<file path="src/rtl/uart_rx_driver_pkg.sv">
// Shared constants, receiver state type and small helpers for the UART RX slice.
package uart_rx_driver_pkg;

  localparam int unsigned BYTE_LEN  = 8;
  localparam int unsigned BIT_IDX_W = 4;

  typedef enum logic [2:0] {
    ST_IDLE,
    ST_START,
    ST_DATA,
    ST_STOP,
    ST_WAIT_HIGH
  } rx_state_e;

  function automatic int unsigned clog2(input int unsigned value);
    int unsigned result;
    int unsigned rem;
    result = 0;
    rem    = (value > 0) ? value - 1 : 0;
    while (rem > 0) begin
      result++;
      rem = rem >> 1;
    end
    return result;
  endfunction

  function automatic logic majority3(input logic a, input logic b, input logic c);
    return (a & b) | (a & c) | (b & c);
  endfunction

endpackage

</file>
<file path="src/rtl/uart_rx_driver_synchronizer.sv">
// Multi-stage flop synchroniser for an asynchronous single-bit input.
module synchronizer #(
  parameter int unsigned STAGES    = 2,
  parameter logic        RESET_VAL = 1'b1
) (
  input  logic clk,
  input  logic reset_n,
  input  logic d_i,
  output logic q_o
);

  logic [STAGES-1:0] sync_q;

  always_ff @(posedge clk or negedge reset_n) begin
    if (!reset_n) begin
      sync_q <= {STAGES{RESET_VAL}};
    end else begin
      sync_q <= {sync_q[STAGES-2:0], d_i};
    end
  end

  assign q_o = sync_q[STAGES-1];

endmodule

</file>
<file path="src/rtl/uart_rx_driver.sv">
// 8N1 UART receiver: mid-bit 3-sample majority voting, framing-error and break detection.
module uart_rx_driver
  import uart_rx_driver_pkg::*;
#(
  parameter int unsigned BAUD_PERIOD = 434
) (
  input  logic                clk,
  input  logic                reset_n,
  input  logic                rxd,
  output logic [BYTE_LEN-1:0] out,
  output logic                out_ready,
  output logic                frame_err,
  output logic                break_det
);

  localparam int unsigned CNT_W = clog2(BAUD_PERIOD) + 1;
  localparam int unsigned MID   = BAUD_PERIOD / 2;

  localparam logic [CNT_W-1:0]     CNT_LAST      = CNT_W'(BAUD_PERIOD - 1);
  localparam logic [CNT_W-1:0]     CNT_SAMPLE0   = CNT_W'(MID - 1);
  localparam logic [CNT_W-1:0]     CNT_SAMPLE1   = CNT_W'(MID);
  localparam logic [CNT_W-1:0]     CNT_DECIDE    = CNT_W'(MID + 1);
  localparam logic [BIT_IDX_W-1:0] LAST_DATA_IDX = BIT_IDX_W'(BYTE_LEN);

  logic rx_s;

  synchronizer #(
    .STAGES   (2),
    .RESET_VAL(1'b1)
  ) u_rxd_sync (
    .clk    (clk),
    .reset_n(reset_n),
    .d_i    (rxd),
    .q_o    (rx_s)
  );

  rx_state_e           state_q,     state_d;
  logic [CNT_W-1:0]     cnt_q,       cnt_d;
  logic [BIT_IDX_W-1:0] bit_idx_q,   bit_idx_d;
  logic [1:0]           samp_q,      samp_d;
  logic [BYTE_LEN-1:0]  shreg_q,     shreg_d;
  logic [BYTE_LEN-1:0]  out_q,       out_d;
  logic                 out_ready_q, out_ready_d;
  logic                 frame_err_q, frame_err_d;
  logic                 break_q,     break_d;

  logic decide;
  logic bit_val;

  // The third vote is the live synchronised line on the decision cycle.
  assign decide  = (cnt_q == CNT_DECIDE);
  assign bit_val = majority3(samp_q[0], samp_q[1], rx_s);

  always_comb begin
    state_d     = state_q;
    cnt_d       = cnt_q;
    bit_idx_d   = bit_idx_q;
    samp_d      = samp_q;
    shreg_d     = shreg_q;
    out_d       = out_q;
    out_ready_d = 1'b0;
    frame_err_d = 1'b0;
    break_d     = break_q;

    if (state_q == ST_START || state_q == ST_DATA || state_q == ST_STOP) begin
      if (cnt_q == CNT_LAST) begin
        cnt_d     = '0;
        bit_idx_d = bit_idx_q + 1'b1;
      end else begin
        cnt_d = cnt_q + 1'b1;
      end
      if (cnt_q == CNT_SAMPLE0) samp_d[0] = rx_s;
      if (cnt_q == CNT_SAMPLE1) samp_d[1] = rx_s;
    end

    case (state_q)
      ST_IDLE: begin
        if (!rx_s) begin
          state_d   = ST_START;
          cnt_d     = '0;
          bit_idx_d = '0;
          shreg_d   = '0;
        end
      end
      ST_START: begin
        if (decide) state_d = bit_val ? ST_IDLE : ST_DATA;
      end
      ST_DATA: begin
        if (decide) begin
          shreg_d = {bit_val, shreg_q[BYTE_LEN-1:1]};
          if (bit_idx_q == LAST_DATA_IDX) state_d = ST_STOP;
        end
      end
      ST_STOP: begin
        // Leaving at mid-stop-bit leaves half a bit of margin for the next start edge.
        if (decide) begin
          if (bit_val) begin
            out_d       = shreg_q;
            out_ready_d = 1'b1;
            state_d     = ST_IDLE;
          end else begin
            frame_err_d = 1'b1;
            break_d     = (shreg_q == '0);
            state_d     = ST_WAIT_HIGH;
          end
        end
      end
      ST_WAIT_HIGH: begin
        if (rx_s) begin
          break_d = 1'b0;
          state_d = ST_IDLE;
        end
      end
      default: state_d = ST_IDLE;
    endcase
  end

  always_ff @(posedge clk or negedge reset_n) begin
    if (!reset_n) begin
      state_q     <= ST_IDLE;
      cnt_q       <= '0;
      bit_idx_q   <= '0;
      samp_q      <= '1;
      shreg_q     <= '0;
      out_q       <= '0;
      out_ready_q <= 1'b0;
      frame_err_q <= 1'b0;
      break_q     <= 1'b0;
    end else begin
      state_q     <= state_d;
      cnt_q       <= cnt_d;
      bit_idx_q   <= bit_idx_d;
      samp_q      <= samp_d;
      shreg_q     <= shreg_d;
      out_q       <= out_d;
      out_ready_q <= out_ready_d;
      frame_err_q <= frame_err_d;
      break_q     <= break_d;
    end
  end

  assign out       = out_q;
  assign out_ready = out_ready_q;
  assign frame_err = frame_err_q;
  assign break_det = break_q;

endmodule

</file>
<file path="config.mk">
export PLATFORM = sky130hd
export DESIGN_NAME = uart_rx_driver
export DESIGN_NICKNAME = d
export VERILOG_FILES = /design/src/rtl/uart_rx_driver_pkg.sv /design/src/rtl/uart_rx_driver_synchronizer.sv /design/src/rtl/uart_rx_driver.sv
export SDC_FILE = /design/constraint.sdc
export NUM_CORES = 1
export LEC_CHECK = 0
export ABC_AREA = 1
export CORE_UTILIZATION = 35
export CTS_CLUSTER_SIZE = 30
export DETAILED_ROUTE_END_ITERATION = 8
export PLACE_DENSITY_LB_ADDON = 0.05
export SYNTH_ARGS = -nofsm -noshare
export SYNTH_HDL_FRONTEND = slang
export SYNTH_HIERARCHICAL = 1
export SYNTH_SLANG_ARGS = --single-unit
</file>
<file path="constraint.sdc">
create_clock -name clk -period 1.5 [get_ports clk]
set_clock_uncertainty 0.1 [all_clocks]
set_input_delay 0.3 -clock clk [delete_from_list [all_inputs] [get_ports clk]]
set_output_delay 0.3 -clock clk [all_outputs]
set_load 0.005 [all_outputs]
</file>
==> results.sh <==
export IMPL_ir_drop_v=0.000396
export IMPL_ys_warn_count=6
export IMPL_wl_per_cell_um=12.7
export IMPL_die_y_um=82.0
export IMPL_multi_input_area_sq_um=1230
export IMPL_reg2reg_depth=6
export IMPL_grt_busiest_layer="met2"
export IMPL_setup_worst_path_class="reg2reg"
export IMPL_ys_seq_area_share_pct=44.9
export IMPL_fp_dieW_um=82.0
export IMPL_worst_slack_ps=-6.72
export IMPL_first_iter_violations=104
export IMPL_drive_gt1_share_pct=37.7
export IMPL_met3_usage_pct=3.33
export IMPL_cts_sinks=40
export IMPL_grtUsageTotal_pct=17.2
export IMPL_antenna_found_initial=0
export IMPL_fin_setup_tns_ps=-9.67
export IMPL_clock_fmax_mhz=664
export IMPL_ys_ff_latch=40
export IMPL_min_to="u_rxd_sync/sync_q[1]"
export IMPL_grt_max_degree=26
export IMPL_dp_final_hpwl_mm=3.67
export IMPL_clock_root_buffer="clkbuf_8"
export IMPL_netlist_cell_type_count=26
export IMPL_grt_pass1_vias=1809
export IMPL_status="finished, violations left"
export IMPL_rrSetupSlack_ps=-7
export IMPL_drc=0
export IMPL_avgSynthCellArea_sq_um=8.11
export IMPL_grt_setup_unrepaired="yes"
export IMPL_cp_end_kind="flip-flop"
export IMPL_reg2reg_to="out[5]"
export IMPL_synthesis_area_sq_um=2240
export IMPL_globalRouteMet1Util_pct=24.2
export IMPL_seq_area_sq_um=1010
export IMPL_synthArstFlopShare_pct=100
export IMPL_hold_path_class="reg2reg"
export IMPL_required_ps=1590
export IMPL_drtAntennaViolNets=0
export IMPL_leakage_nw=1.59
export IMPL_synthesis_nets=285
export IMPL_cts_buffer_depth=2
export IMPL_path_max_fanout=9
export IMPL_cts_made_buffers=5
export IMPL_initial_core_util_pct=37.0
export IMPL_cts_tree="yes"
export IMPL_yosys_cell_count_top_type="nand2_1"
export IMPL_cp_start_kind="flip-flop"
export IMPL_grt_pass1_wl_mm=8.65
export IMPL_finalHoldViolCount=0
export IMPL_globalRouteMet2Util_pct=26.0
export IMPL_hold_depth=0
export IMPL_fill_cells=607
export IMPL_synth_top_area_share_pct=40.2
export IMPL_rows=28
export IMPL_syn_inst=276
export IMPL_yosysTopAreaCell="dfrtp_1"
export IMPL_final_util_pct=51.1
export IMPL_gp_congestion=0.776
export IMPL_finish_instance_area_sq_um=3100
export IMPL_ctsHtreeMaxLevel=2
export IMPL_wirelength_mm=5.29
export IMPL_worstHoldStart="u_rxd_sync/sync_q[0]"
export IMPL_layout_nets=350
export IMPL_synth_edf_count=0
export IMPL_ys_flop_type="dfrtp_1"
export IMPL_clk_latency_ps=290
export IMPL_rr_startpoint="cnt_q[5]"
export IMPL_ys_top_cells_by_count="nand2_1, nor2_1, dfrtp_1, inv_1, nand3_1"
export IMPL_vias=1934
export IMPL_worst_pin_slew_ps=413
export IMPL_area_growth_syn_to_layout_pct=38.3
export IMPL_path_clk_slew_ps=80
export IMPL_relSlewSlack_pct=72.5
export IMPL_synth_area_leaders="dfrtp_1, nand2_1, nor2_1, inv_1, dfstp_2"
export IMPL_finalCritPeriodShare_pct=100
export IMPL_grt_remaining_overflow=0
export IMPL_io_pin_count=14
export IMPL_final_max_slew_viol_count=0
export IMPL_worst_hold_slack_ps=257
export IMPL_diodes=0
export IMPL_die_area_sq_um=6720
export IMPL_violations="negative setup slack"
export IMPL_via_per_inst=4.64
export IMPL_io_buffer_count=13
export IMPL_setup_viol=4
export IMPL_core_sq_um=6060
export IMPL_power_density_nw_per_um2=652
export IMPL_cap_viol_max_count=0
export IMPL_finalCriticalPeriod_ps=1510
export IMPL_firstDrtPassIters=4
export IMPL_placed_area_sq_um=2650
export IMPL_critPathArrivalTime_ps=1600
[through the flow]
stage | total power, mW | cells | worst slack, ps
after floorplan | 1.11 | 276 | 24.4
after global placement | 1.15 | 389 | -90.1
after detailed placement | 1.15 | 389 | -82.4
after CTS | 2.05 | 408 | -43.0
after global routing | 2.11 | 417 | -108
final | 2.02 | 417 | -6.72
[area by class of cell]
cell class	instances	area share [%]
clock buffer	6	2.34
multi-input combinational	195	39.6
timing repair buffer	59	16.1
clock inverter	2	1.13
inverter	40	5.09
sequential	40	32.7
tap	75	3.03
[registers in the layout, summed over array words and instances (netlist names), 2 cells and up]
name	cells
samp_q	2
shreg_q	8
out	8
u_rxd_sync/sync_q	2
state_q	3
cnt_q	10
bit_idx_q	4
[report_power, final]
group          total, mW  internal (mW)  switching, mW
registers           1.08           1.08        0.00213
clock network      0.893          0.494          0.399
logic             0.0432         0.0157         0.0275
[worst max-delay path, stage by stage (launching register included)]
cell and delay [ps]:
dfrtp_1 420, inv_1 90, nand2_1 90, nor3_4 340, nand3_4 200, nand2_1 120, o21ai_2 50
[cells by family after synthesis]
kind of cell | after synthesis | share of synthesized area [%]
AO/OA/AOI/OAI | 17 | 5.14
XOR/XNOR | 1 | 0.391
adder cells (fa/ha/maj) | 6 | 3.35
AND/OR/NAND/NOR | 169 | 37.7
flip-flops | 40 | 44.9
buffers and inverters | 43 | 8.55
[what timing repair did]
action	4_1_cts	5_1_grt
gates resized for setup	26	34
cloned	1	1
hold buffers	1	0
pin swaps	12	9
setup endpoints to repair	39	36
setup buffers	9	8
endpoints found under the hold margin	11	0
[how the worst max path moves through the flow]
stage                     startpoint    endpoint  slack (ps)
after floorplan             cnt_q[0]  state_q[0]          20
after detailed placement    cnt_q[0]  state_q[1]         -80
after global placement      cnt_q[1]    cnt_q[9]         -90
after global routing        cnt_q[0]      out[6]        -110
after CTS                   cnt_q[0]      out[5]         -40
final                       cnt_q[5]      out[5]          -7
[cells in the final DEF, fill, tap and decap left out, types with 3 or more instances in the layout]
cell	synthesis	layout
ha_1	6	3
o21ai_2	8	8
clkbuf_8	1	5
nand3_2	0	3
inv_1	33	29
nand3_4	1	4
nand4_1	5	5
nand3_1	21	16
dlygate4sd2_1	0	11
a21oi_1	6	5
nor3_4	2	3
dfrtp_1	36	31
dfrtp_2	0	5
dfstp_2	4	4
nor2_2	4	5
nand2_1	72	66
nor2_4	3	6
nor3_1	7	5
o21ai_1	0	3
nand2_4	6	6
buf_4	0	39
nor2_1	38	34
inv_2	6	9
nand2_2	7	11
buf_6	2	4
[routing by layer]
metal	wire length, um	vias up
met5	0	-
met2	2400	25
met4	70	0
met3	156	8
li1	-	998
met1	2660	903
Note: power is estimated with default switching activity, not from simulation.
